`config.mk`:
```
export PLATFORM = sky130hd
export DESIGN_NAME = cpc_rom_slot_mapper
export DESIGN_NICKNAME = d
export VERILOG_FILES = /design/src/rtl/cpc_rom_slot_mapper.sv
export SDC_FILE = /design/constraint.sdc
export NUM_CORES = 1
export LEC_CHECK = 0
export ABC_AREA = 1
export CORE_MARGIN = 5
export CORE_UTILIZATION = 47
export CTS_CLUSTER_SIZE = 12
export DETAILED_ROUTE_END_ITERATION = 8
export GPL_ROUTABILITY_DRIVEN = 0
export GPL_TIMING_DRIVEN = 0
export PLACE_DENSITY = 0.64
export SYNTH_ARGS = -nofsm -noshare
export SYNTH_HDL_FRONTEND = slang
export SYNTH_SLANG_ARGS = --single-unit
```
`constraint.sdc`:
```
create_clock -name clk_sys -period 2.2 [get_ports clk_sys]
set_input_delay 0.22 -clock clk_sys [delete_from_list [all_inputs] [get_ports clk_sys]]
set_output_delay 0.22 -clock clk_sys [all_outputs]
set_load 0.01 [all_outputs]
```
`src/rtl/cpc_rom_slot_mapper.sv`:
```
// ---------------------------------------------------------------------------
// cpc_rom_slot_mapper
//
// Expansion-ROM slot manager for the CPC core. It steers ioctl download bytes
// into SDRAM pages chosen by the image's two-character hex file extension. It
// keeps a per-slot "loaded" bitmap. It also masks CPU reads of upper-ROM slots
// that are either unloaded or hidden.
//
// Ports
//   clk_sys         in   system clock
//   reset           in   synchronous, active-high reset
//   ioctl_download  in   download in progress
//   ioctl_index     in   [7:0]  0 = system ROM set (ignored), else expansion image
//   ioctl_wr        in   byte strobe (level, one byte per high phase)
//   ioctl_addr      in   [24:0] byte offset within the image
//   ioctl_dout      in   [7:0]  byte data
//   ioctl_file_ext  in   [15:8] first / [7:0] second extension character
//   map_clear       in   one-cycle pulse, clears the loaded bitmap
//   mask_slot_en    in   hide MASK_SLOT from the CPU
//   ram_a           in   [22:0] CPU address, bit 22 = upper-ROM space
//   boot_wr         out  SDRAM write strobe (one clock after ioctl_wr)
//   boot_a          out  [22:0] SDRAM byte address {page, offset[13:0]}
//   boot_dout       out  [7:0]  SDRAM write data
//   rom_mask        out  1 = suppress SDRAM read (CPU sees FFh)
//   busy            out  1 while an expansion download is being captured
// ---------------------------------------------------------------------------
module cpc_rom_slot_mapper #(
  parameter int         SLOTS       = 256,
  parameter int         COMBO_SLOTS = 1,
  parameter logic [8:0] SYS_PAGE    = 9'h1FF,
  parameter logic [8:0] BAD_PAGE    = 9'h1EE,
  parameter logic [7:0] MASK_SLOT   = 8'hFF
) (
  input  logic        clk_sys,
  input  logic        reset,
  input  logic        ioctl_download,
  input  logic [7:0]  ioctl_index,
  input  logic        ioctl_wr,
  input  logic [24:0] ioctl_addr,
  input  logic [7:0]  ioctl_dout,
  input  logic [15:0] ioctl_file_ext,
  input  logic        map_clear,
  input  logic        mask_slot_en,
  input  logic [22:0] ram_a,
  output logic        boot_wr,
  output logic [22:0] boot_a,
  output logic [7:0]  boot_dout,
  output logic        rom_mask,
  output logic        busy
);

  localparam int         IDXW      = (SLOTS > 1) ? $clog2(SLOTS) : 1;
  localparam logic [7:0] SLOT_MASK = 8'(SLOTS - 1);

  // DISCARD captures malformed-extension images into BAD_PAGE with no bitmap update.
  typedef enum logic [1:0] {IDLE, LOAD, COMBO, DISCARD} mode_t;

  mode_t            mode;
  logic [7:0]       base;
  logic             dl_q;
  logic             wr_q;
  logic [7:0]       wr_slot_q;
  logic             wr_mark_q;
  logic [SLOTS-1:0] loaded;
  logic [SLOTS-1:0] loaded_nxt;

  // Returns {valid, value} for an uppercase ASCII hex digit.
  function automatic logic [4:0] hex_nib(input logic [7:0] c);
    if (c >= 8'h30 && c <= 8'h39) return {1'b1, c[3:0]};
    if (c >= 8'h41 && c <= 8'h46) return {1'b1, c[3:0] + 4'd9};
    return 5'b0;
  endfunction

  // Extension decode, evaluated when a download starts.
  logic [4:0] hi_nib, lo_nib;
  mode_t      start_mode;
  logic [7:0] start_base;

  assign hi_nib = hex_nib(ioctl_file_ext[15:8]);
  assign lo_nib = hex_nib(ioctl_file_ext[7:0]);

  // NOTE: combinational blocks assign every output a default first so no latch is inferred.
  always_comb begin
    start_mode = DISCARD;
    start_base = 8'h00;
    if (hi_nib[4] && lo_nib[4]) begin
      start_mode = LOAD;
      start_base = {hi_nib[3:0], lo_nib[3:0]};
    end else if (ioctl_file_ext == 16'h5A5A) begin      // "ZZ"
      start_mode = LOAD;
    end else if (ioctl_file_ext == 16'h5A30) begin      // "Z0"
      start_mode = COMBO;
    end
  end

  // Per-byte page selection for the current mode.
  logic [7:0]  load_slot;
  logic [7:0]  combo_slot;
  logic [10:0] combo_blk;
  logic        wr_ok;
  logic        wr_mark;
  logic [7:0]  wr_slot;
  logic [8:0]  wr_page;

  assign load_slot  = (base + ioctl_addr[21:14]) & SLOT_MASK;  // 8-bit add wraps past the last slot
  assign combo_slot = ioctl_addr[21:14] & SLOT_MASK;
  assign combo_blk  = ioctl_addr[24:14];

  always_comb begin
    wr_ok   = 1'b0;
    wr_mark = 1'b0;
    wr_slot = load_slot;
    wr_page = BAD_PAGE;
    case (mode)
      LOAD: begin
        if (ioctl_addr[24:22] == 3'd0) begin
          wr_ok   = 1'b1;
          wr_mark = 1'b1;
          wr_page = {1'b1, load_slot};
        end
      end
      COMBO: begin
        if (combo_blk < 11'(COMBO_SLOTS)) begin
          wr_ok   = 1'b1;
          wr_mark = 1'b1;
          wr_slot = combo_slot;
          wr_page = {1'b1, combo_slot};
        end else if (combo_blk == 11'(COMBO_SLOTS)) begin
          wr_ok   = 1'b1;
          wr_page = SYS_PAGE;
        end
      end
      DISCARD: wr_ok = 1'b1;   // BAD_PAGE verbatim, offset never added
      default: ;
    endcase
  end

  // CPU read-side slot lookup.
  logic [7:0] rd_slot;
  assign rd_slot = ram_a[21:14] & SLOT_MASK;

  // NOTE: sequential state uses non-blocking assignments only.
  always_ff @(posedge clk_sys) begin
    if (reset) begin
      mode      <= IDLE;
      base      <= 8'h00;
      dl_q      <= 1'b1;   // download still high after reset must not look like a new start
      wr_q      <= 1'b0;
      wr_slot_q <= 8'h00;
      wr_mark_q <= 1'b0;
      boot_wr   <= 1'b0;
      boot_a    <= 23'h0;
      boot_dout <= 8'h00;
      rom_mask  <= 1'b0;
    end else begin
      dl_q <= ioctl_download;
      wr_q <= ioctl_wr;

      if (!ioctl_download) begin
        mode <= IDLE;
      end else if (!dl_q && ioctl_index != 8'd0) begin
        mode <= start_mode;
        base <= start_base;
      end

      boot_wr   <= ioctl_wr & wr_ok;
      boot_a    <= {wr_page, ioctl_addr[13:0]};
      boot_dout <= ioctl_dout;

      // Remember the slot of the byte in flight; it is marked when the strobe falls.
      if (ioctl_wr) begin
        wr_slot_q <= wr_slot;
        wr_mark_q <= wr_mark;
      end

      rom_mask <= ram_a[22] & (~loaded[rd_slot[IDXW-1:0]] |
                               (mask_slot_en & (rd_slot == MASK_SLOT)));
    end
  end

  // A set on the falling strobe wins over a simultaneous clear for that slot.
  always_comb begin
    loaded_nxt = map_clear ? '0 : loaded;
    if (!reset && wr_q && !ioctl_wr && wr_mark_q)
      loaded_nxt[wr_slot_q[IDXW-1:0]] = 1'b1;
  end

  // NOTE: the bitmap survives reset on purpose; only map_clear empties it.
  always_ff @(posedge clk_sys) begin
    loaded <= loaded_nxt;
  end

  assign busy = (mode != IDLE);

  logic unused_ram_low;
  assign unused_ram_low = &{1'b0, ram_a[13:0]};

endmodule

```
==> impl_metrics.tcl, run 1 <==
set metrics [dict create \
    setup_ws_ns 0.0722 \
    hpwl_um 34800 \
    crit_chain "clkdlybuf4s50_1, inv_1, nand4_1, inv_1, buf_2, nand2_1, buf_1, o22ai_1" \
    synth_edf_count 0 \
    htreeDepth 2 \
    postLayoutCoreUtil 0.577 \
    cts.sinks 310 \
    cp_slowest_cell "buf_1" \
    nFillCells 2682 \
    sw_frac_of_total 0.245 \
    period_needed_ns 2.13 \
    wire_per_inst_um 21.0 \
    min-delay-path-class "input port to flop" \
    io_buffers 101 \
    clkPwrFrac 0.472 \
    p_seq_frac 0.437 \
    first_pass_iters 6 \
    place_ws_ns -0.569 \
    worstSetupStartpointType "input port" \
    core_region_area_um2 27900 \
    grt_use_total 0.307 \
    period_share 0.967 \
    drt_iter0_drc 1755 \
    critPathKind "input port to flop" \
    n_antenna_cell 0 \
    numCtsBuffers 36 \
    grt_pass1_wl_um 73900 \
    placement_rows 61 \
    cpMostUsedCell "inv_1" \
    synth_area_per_cell_um2 7.27 \
    vdd_drop_max_mv 0.567 \
    ys.flop_type "dfxtp_1" \
    finClkSkew_ns 0.0167 \
    synth_nets 1951 \
    area_growth_pct 20.2 \
    max-slew-margin-rel 0.311 \
    status "complete, no violations" \
    drv_cap 0 \
    fin_nets 2092 \
    power_density_nw_per_um2 807 \
    syn_inst 1843 \
    ys_types 38 \
    fmax_ghz 0.470 \
    crit_fanout 10 \
    p_total_uw 13000 \
    die_h_um 179 \
    end_kind "flop" \
    hold_viol 0 \
    grt_pass1_vias 12400 \
    ys_async_sr_fraction 0 \
    final_cell_mix "429 x nand2_1, 310 x dfxtp_1, 294 x inv_1, 179 x o22ai_1, 143 x nand3_1" \
    root_buffer "clkbuf_16" \
    dieArea_um2 32000 \
    drive_gt1_frac 0.0528 \
    tns_ns 0 \
    intPower_uw 9820 \
    p_leak_uw 0.00642 \
    path_clk_slew_ns 0.06 \
    comb_power_share 0.092 \
    die_x_um 179 \
    viasPerCell 5.60 \
    ys_warn_count 0 \
    cts_buffer_depth 3 \
    synth-seq-cells 310 \
    vias 13300 \
    initial_core_util 0.480 \
    drv_slew 0 \
    worstMarginPinSlew_ns 1.03 \
    setup-violations-final 0 \
    multi_input_area_um2 5540 \
    mostFrequentLayoutCell "nand2_1" \
    drc 0 \
    insertion_delay_ns 0.53 \
    critPathRequiredTime_ns 2.55 \
    syn_area_um2 13400 \
    ant_nets 0 \
    grt_overflow_total 0 \
    ioPinCount 120 \
    wl_um 50100 \
    ff_latch_area_um2 6210 \
    p_switching_uw 3190 \
    antenna_found_initial 0 \
    hold_buffers 0 \
    rsz0062_at_grt "false" \
    ys_seq_area_frac 0.463 \
    cts_tree "built" \
    slowest_delay_ns 0.80 \
    grt_max_degree 13 \
    cp_data_arrival_time_ns 2.48 \
    whs_ns 0.219 \
]
[flip-flops by register name, indices dropped and copies added (netlist names)]
register,cells
base,8
boot_a,23
boot_dout,8
boot_wr,1
dl_q,1
loaded,256
mode,2
rom_mask,1
wr_mark_q,1
wr_q,1
wr_slot_q,8
[Yosys cell counts, types with 4 or more instances]
master / number / share of area
nand2_1: 429 / 0.12
dfxtp_1: 310 / 0.46
inv_1: 294 / 0.082
o22ai_1: 179 / 0.084
nand3_1: 143 / 0.053
o21ai_0: 119 / 0.044
nor2_1: 102 / 0.029
clkbuf_1: 64 / 0.018
a21oi_1: 58 / 0.022
o211ai_1: 31 / 0.017
buf_2: 23 / 0.0086
ha_1: 21 / 0.020
buf_4: 9 / 0.0050
buf_6: 9 / 0.0076
nand4_1: 5 / 0.0023
xor2_1: 5 / 0.0033
nor3_1: 4 / 0.0015
[power groups by stage]
stage	clock, uW	sequential (uW)	combinational [uW]
after floorplan	0	5820	587
after CTS	6140	5680	1160
after global placement	0	5800	1150
after global routing	6420	5680	1260
final	6130	5680	1190
after detailed placement	0	5800	1150
[final cells by class]
type,instances,area share
timing repair buffer,103,0.0637
multi-input combinational,1125,0.344
clock inverter,7,0.00730
buffer,108,0.0334
inverter,300,0.0699
clock buffer,54,0.0676
sequential,310,0.385
tap,378,0.0294
[routing by layer]
| metal | wire (um) | vias up | global-route usage | part of all wire |
|---|---|---|---|---|
| met1 | 20400 | 6095 | 0.401 | 0.41 |
| met3 | 5730 | 161 | 0.0803 | 0.11 |
| met5 | 0 | - | 0 | 0 |
| met2 | 21300 | 793 | 0.469 | 0.43 |
| li1 | - | 6296 | - | - |
| met4 | 2640 | 0 | 0.154 | 0.053 |
[stage by stage]
| stage | instance area (um^2) | cells |
|---|---|---|
| 6_report | 16100 | 2385 |
| 4_1_cts | 16100 | 2383 |
| 3_5_place_dp | 14900 | 2322 |
| 5_1_grt | 16100 | 2385 |
| 2_1_floorplan | 13400 | 1843 |
| 3_3_place_gp | 14900 | 2322 |
[cell families after synthesis]
logic type / share of synthesized area
AOI/OAI and AO/OA: 0.175
xor gates and xnor gates: 0.00523
adders and majority gates: 0.0211
buffers and inverters: 0.124
DFF: 0.463
and+or+nand+nor: 0.212
[worst max-delay path: cells and delay by family]
family / cells / cell delay, ns
buffers and inverters: 5 / 1.72
AND/OR/NAND/NOR: 2 / 0.38
AO/OA/AOI/OAI: 1 / 0.15
[path summary, 6_finish.rpt]
path | from | endpoint | slack (ns) | cells after the start
max | reset | loaded[9] | 0.07 | 8
min | ioctl_addr[11] | boot_a[11] | 0.22 | 3
max reg2reg | wr_slot_q[2] | loaded[9] | 0.10 | 6
min reg2reg | loaded[228] | loaded[228] | 0.45 | 2
[repair_timing]
item,4_1_cts,5_1_grt
endpoints found under the setup margin,9,20
pin swaps,0,1
setup buffers,0,2
resized for setup,1,3
endpoints found under the hold margin,0,0
No activity file was read; power rests on OpenSTA's default activity.
==> run 2: changes to the inputs <==
--- a/config.mk
+++ b/config.mk
@@ -6,8 +6,10 @@
 export NUM_CORES = 1
 export LEC_CHECK = 0
 export ABC_AREA = 1
+export CAP_MARGIN = 25
 export CORE_MARGIN = 5
 export CORE_UTILIZATION = 47
+export CTS_CLUSTER_DIAMETER = 30
 export CTS_CLUSTER_SIZE = 12
 export DETAILED_ROUTE_END_ITERATION = 8
 export GPL_ROUTABILITY_DRIVEN = 0
==> run 2 against run 1 <==
Effect of this change:
- final area grew 8.7%
- clock skew is essentially flat
- highest routed layer unchanged
- die area is the same
- sequential share of layout area shrank 3.1 points
- total power grew 40%
- sequential power is essentially flat
- register-to-register slack gained 0.04 ns
- count of clock-buffer cells in the layout grew 42
- combinational power is essentially flat
- clock power grew 84%
==> impl_metrics.tcl, run 2 (synthesized netlist as in run 1, its figures left out) <==
set metrics [dict create \
    status "complete, no violations" \
    drc 0 \
    rsz0062_at_grt "false" \
    numCtsBuffers 73 \
    finClkSkew_ns 0.0163 \
    cp_data_arrival_time_ns 2.47 \
    r2r_start "wr_slot_q[0]" \
    critPathRequiredTime_ns 2.60 \
    htreeDepth 3 \
    die_x_um 179 \
    startpoint "reset" \
    setup-violations-final 0 \
    io_buffers 101 \
    p_total_uw 18200 \
    critical_path.top_delay_family "buffers and inverters" \
    placement_rows 61 \
    min-delay-path-class "input port to flop" \
    path_buf_inv 5 \
    initial_core_util 0.480 \
    postLayoutCoreUtil 0.627 \
    cts_buffer_depth 3 \
    slowest_delay_ns 0.79 \
    p_leak_uw 0.00707 \
    final_cell_mix "429 x nand2_1, 310 x dfxtp_1, 294 x inv_1, 179 x o22ai_1, 143 x nand3_1" \
    antenna_found_initial 0 \
    largest_register "loaded" \
    root_buffer "clkbuf_16" \
    core_region_area_um2 27900 \
    n_antenna_cell 0 \
    fin_nets 2129 \
    end_kind "flop" \
    path_depth 8 \
    r2r_setup_slack_ns 0.14 \
    drv_slew 0 \
    cp_slowest_cell "buf_1" \
    crit_end "loaded[169]" \
    vdd_drop_max_mv 0.554 \
    drv_cap 0 \
    period_share 0.941 \
    tns_ns 0 \
    crit_fanout 10 \
    largestRegisters "loaded x256, boot_a x23" \
    drive_gt1_frac 0.0847 \
    grt_overflow_total 0 \
    crit_chain "clkdlybuf4s50_1, inv_1, nand4_1, inv_1, buf_2, nand2_1, buf_1, o22ai_1" \
    hold_buffers 0 \
    reg2regPathDepth 5 \
    drt_iter0_drc 1736 \
    first_pass_iters 6 \
    worstSetupStartpointType "input port" \
    ioPinCount 120 \
    nFillCells 2520 \
    vias 13800 \
    grt_use_total 0.315 \
    max-slew-margin-rel 0.321 \
    area_growth_pct 30.6 \
    final_area_um2 17500 \
    cts.sinks 310 \
    dieArea_um2 32000 \
    cts_tree "built" \
    ant_nets 0 \
    fmax_ghz 0.483 \
    wire_per_inst_um 20.9 \
    r2r-end "loaded[247]" \
    path_clk_slew_ns 0.04 \
    cpMostUsedCell "inv_1" \
    power_density_nw_per_um2 1040 \
    grt_pass1_vias 12900 \
    die_h_um 179 \
    period_needed_ns 2.07 \
    worstMarginPinSlew_ns 1.02 \
    largest_reg_flops 256 \
    place_area_um2 14900 \
    grt_pass1_wl_um 75900 \
    hold_viol 0 \
    viasPerCell 5.61 \
    critPathKind "input port to flop" \
    grt_max_degree 11 \
    mostFrequentLayoutCell "nand2_1" \
    hpwl_um 34800 \
    wl_um 51300 \
    insertion_delay_ns 0.57 \
    whs_ns 0.170 \
]
==> run 2: changes by cell type in the layout (fill, tap and decap cells not counted), moves of 2 or more <==
cell	previous run	this run
bufinv_16	3	10
inv_16	0	2
clkbuf_1	69	71
clkinv_4	0	2
clkbuf_16	37	76
clkinvlp_4	0	12
clkinv_2	2	9
==> run 2: repair_timing <==
item | in CTS | in global routing
gates resized for setup | 0 | 6
setup buffers | 0 | 2
endpoints found under the setup margin | 0 | 17
==> run 2: where the power goes <==
| part | switching [uW] | leakage (uW) | internal (uW) |
|---|---|---|---|
| logic | 800 | 0.00332 | 398 |
| registers | 23.0 | 0.00251 | 5680 |
| clock network | 3470 | 0.00124 | 7850 |
==> run 2: cell type report <==
type                       count  area (um^2)  share of cell area
timing repair buffer         103         1030              0.0586
sequential                   310         6210               0.354
multi-input combinational   1125         5540               0.316
clock inverter                37          518              0.0296
inverter                     300         1130              0.0643
buffer                       108          538              0.0307
clock buffer                  96         2090               0.119
tap                          378          473              0.0270
==> run 2: how the worst min path moves through the flow <==
stage	startpoint	to	slack, ns	cells after the start
finish	ioctl_dout[4]	boot_dout[4]	0.17	3
global route	ioctl_dout[3]	boot_dout[3]	0.17	3
CTS	ioctl_dout[4]	boot_dout[4]	0.16	3
detailed placement	loaded[180]	loaded[180]	0.44	2
global placement	loaded[142]	loaded[142]	0.43	2
floorplan	reset	wr_q	0.30	1
==> run 2: metrics by stage <==
stage	setup slack (ns)	instances
3_5_place_dp	-0.569	2322
6_report	0.131	2457
5_1_grt	0.0622	2457
3_3_place_gp	-0.539	2322
2_1_floorplan	0.504	1843
4_1_cts	0.00942	2455
==> run 2: layer usage <==
metal,global-route usage,part of all wire
met5,0,0
met1,0.409,0.40
met4,0.171,0.056
met3,0.0761,0.12
met2,0.482,0.43
==> run 2: worst min-delay path: cells and delay by family <==
family	cells	cell delay, ns
AND/OR/NAND/NOR	1	0.03
buffers and inverters	2	0.44
==> run 3: changes to the inputs <==
--- a/config.mk
+++ b/config.mk
@@ -15,6 +15,7 @@
 export GPL_ROUTABILITY_DRIVEN = 0
 export GPL_TIMING_DRIVEN = 0
 export PLACE_DENSITY = 0.64
+export SLEW_MARGIN = 0
 export SYNTH_ARGS = -nofsm -noshare
 export SYNTH_HDL_FRONTEND = slang
 export SYNTH_SLANG_ARGS = --single-unit
==> results of run 3 <==
The final DEF is identical to that of run 2; final timing and power are the same.
==> RTL edit (settings of run 1) <==
The parameter `SLOTS` goes from 256 to 128.
--- a/src/rtl/cpc_rom_slot_mapper.sv
+++ b/src/rtl/cpc_rom_slot_mapper.sv
@@ -25,7 +25,7 @@
 //   busy            out  1 while an expansion download is being captured
 // ---------------------------------------------------------------------------
 module cpc_rom_slot_mapper #(
-  parameter int         SLOTS       = 256,
+  parameter int         SLOTS       = 128,
   parameter int         COMBO_SLOTS = 1,
   parameter logic [8:0] SYS_PAGE    = 9'h1FF,
   parameter logic [8:0] BAD_PAGE    = 9'h1EE,
Behaviour: not the same (a bounded check fails within 4 cycles, from zero or initial values and one cycle with reset high).
==> RTL edit against run 1 <==
  * Clock skew is 0.0093 ns lower
  * Count of clock-buffer cells in the layout fell by 37
  * Sequential share of layout area decreased by 1.0 points
  * Design area fell by 40%
  * Clock power fell by 51%
  * Combinational power is 42% lower
  * Sequential cell count fell by 130
  * Wire length is 52% lower
  * Critical path depth grew 1
  * Worst setup slack better by 0.10 ns
  * Die area decreased by 40%
  * Area after synthesis is 42% lower
  * Total power down 46%
  * Critical path type is now register to register
  * Critical endpoint is now wr_slot_q[6]
==> RTL edit: results (changes against run 1) <==
| Metric | Value |
|---|---|
| Crit Path Category | `register to register` |
| GRT Total Usage | `25.0% (-5.7 points)` |
| CTS-repair resized insts | `0 (-1)` |
| Grt met1 use | `30.7% (-9.5 points)` |
| Post-synth top cells | `nand2_1, dfxtp_1, nand3_1` |
| Sequential cell area | `0.00360 sq mm (-42%)` |
| Post-synthesis sequential area ratio | `46.4% (+0.11 points)` |
| Number of global-route vias before repair | `7,023 (-43%)` |
| Well Taps | `220 (-42%)` |
| CP max-delay cell | `fa_1` |
| Placed standard-cell area | `0.00903 sq mm (-39%)` |
| Non-Clock Inverter Count | `72 (-76%)` |
| Status | `finished, final reports clean` |
| Fill cells | `1,589 (-41%)` |
| Comb pwr | `0.688 mW (-42%)` |
| Total Routed Length | `24.2 mm (-52%)` |
| Synth cell types | `35 (-7.9%)` |
| Max transition margin | `46.2% (+15 points)` |
| Metal1 wirelength | `10.1 mm (-50%)` |
| Seq_cells | `180 (-42%)` |
| Area occupied by multi-input gates | `0.00364 sq mm (-34%)` |
| Final HPWL DP | `16.7 mm (-52%)` |
| Final instance area | `0.00961 sq mm (-40%)` |
| Clock-net power | `2.98 mW (-51%)` |
| Largest net degree at the start of global routing | `18 (+5)` |
| Clock Path Buffers | `2 (-1)` |
| CP max FO | `2 (-8)` |
| Buffers outside the clock class | `151 (-28%)` |
| Worst-Skew Late Latency | `0.44 ns (-0.09 ns)` |
| Via-per-instance ratio | `5.25 (-6.1%)` |
| Ratio of cells with drive above 1 in the final layout | `6.36% (+1.1 points)` |
| Routed vias | `7,512 (-44%)` |
| Data buffer area share | `12.9% (+3.2 points)` |
| Port Buffers | `99 (-2.0%)` |
| Syn nets | `1,186 (-39%)` |
[RTL edit: cell count changes after synthesis, moves of 4 or more]
cell      before  now
clkbuf_1      64   21
dfxtp_1      310  180
nand4_2        0    4
nand4_1        5    1
nand3_1      143  131
inv_1        294   67
o22ai_1      179    0
o211ai_1      31    0
o21ai_1        2   56
nand2_1      429  377
buf_6          9    0
a21oi_1       58   19
o21ai_0      119   79
nor2_1       102   53
[RTL edit: kinds of logic (layout without fill, tap and decap cells)]
kind of cell	after synthesis	count (layout)	synth area share, %
AO/OA/AOI/OAI	164	164	11.0
XOR/XNOR	8	8	0.902
adder cells (fa/ha/maj)	21	21	3.48
buffers and inverters	124	255	6.69
flip-flops	180	180	46.4
AND/OR/NAND/NOR	582	582	31.5
[RTL edit: worst paths after layout]
| path | to | slack (ns) | cells after the start |
|---|---|---|---|
| max | wr_slot_q[6] | 0.18 | 9 |
| min | wr_q | 0.16 | 2 |
| max reg2reg | wr_slot_q[6] | 0.18 | 9 |
| min reg2reg | loaded[46] | 0.46 | 2 |
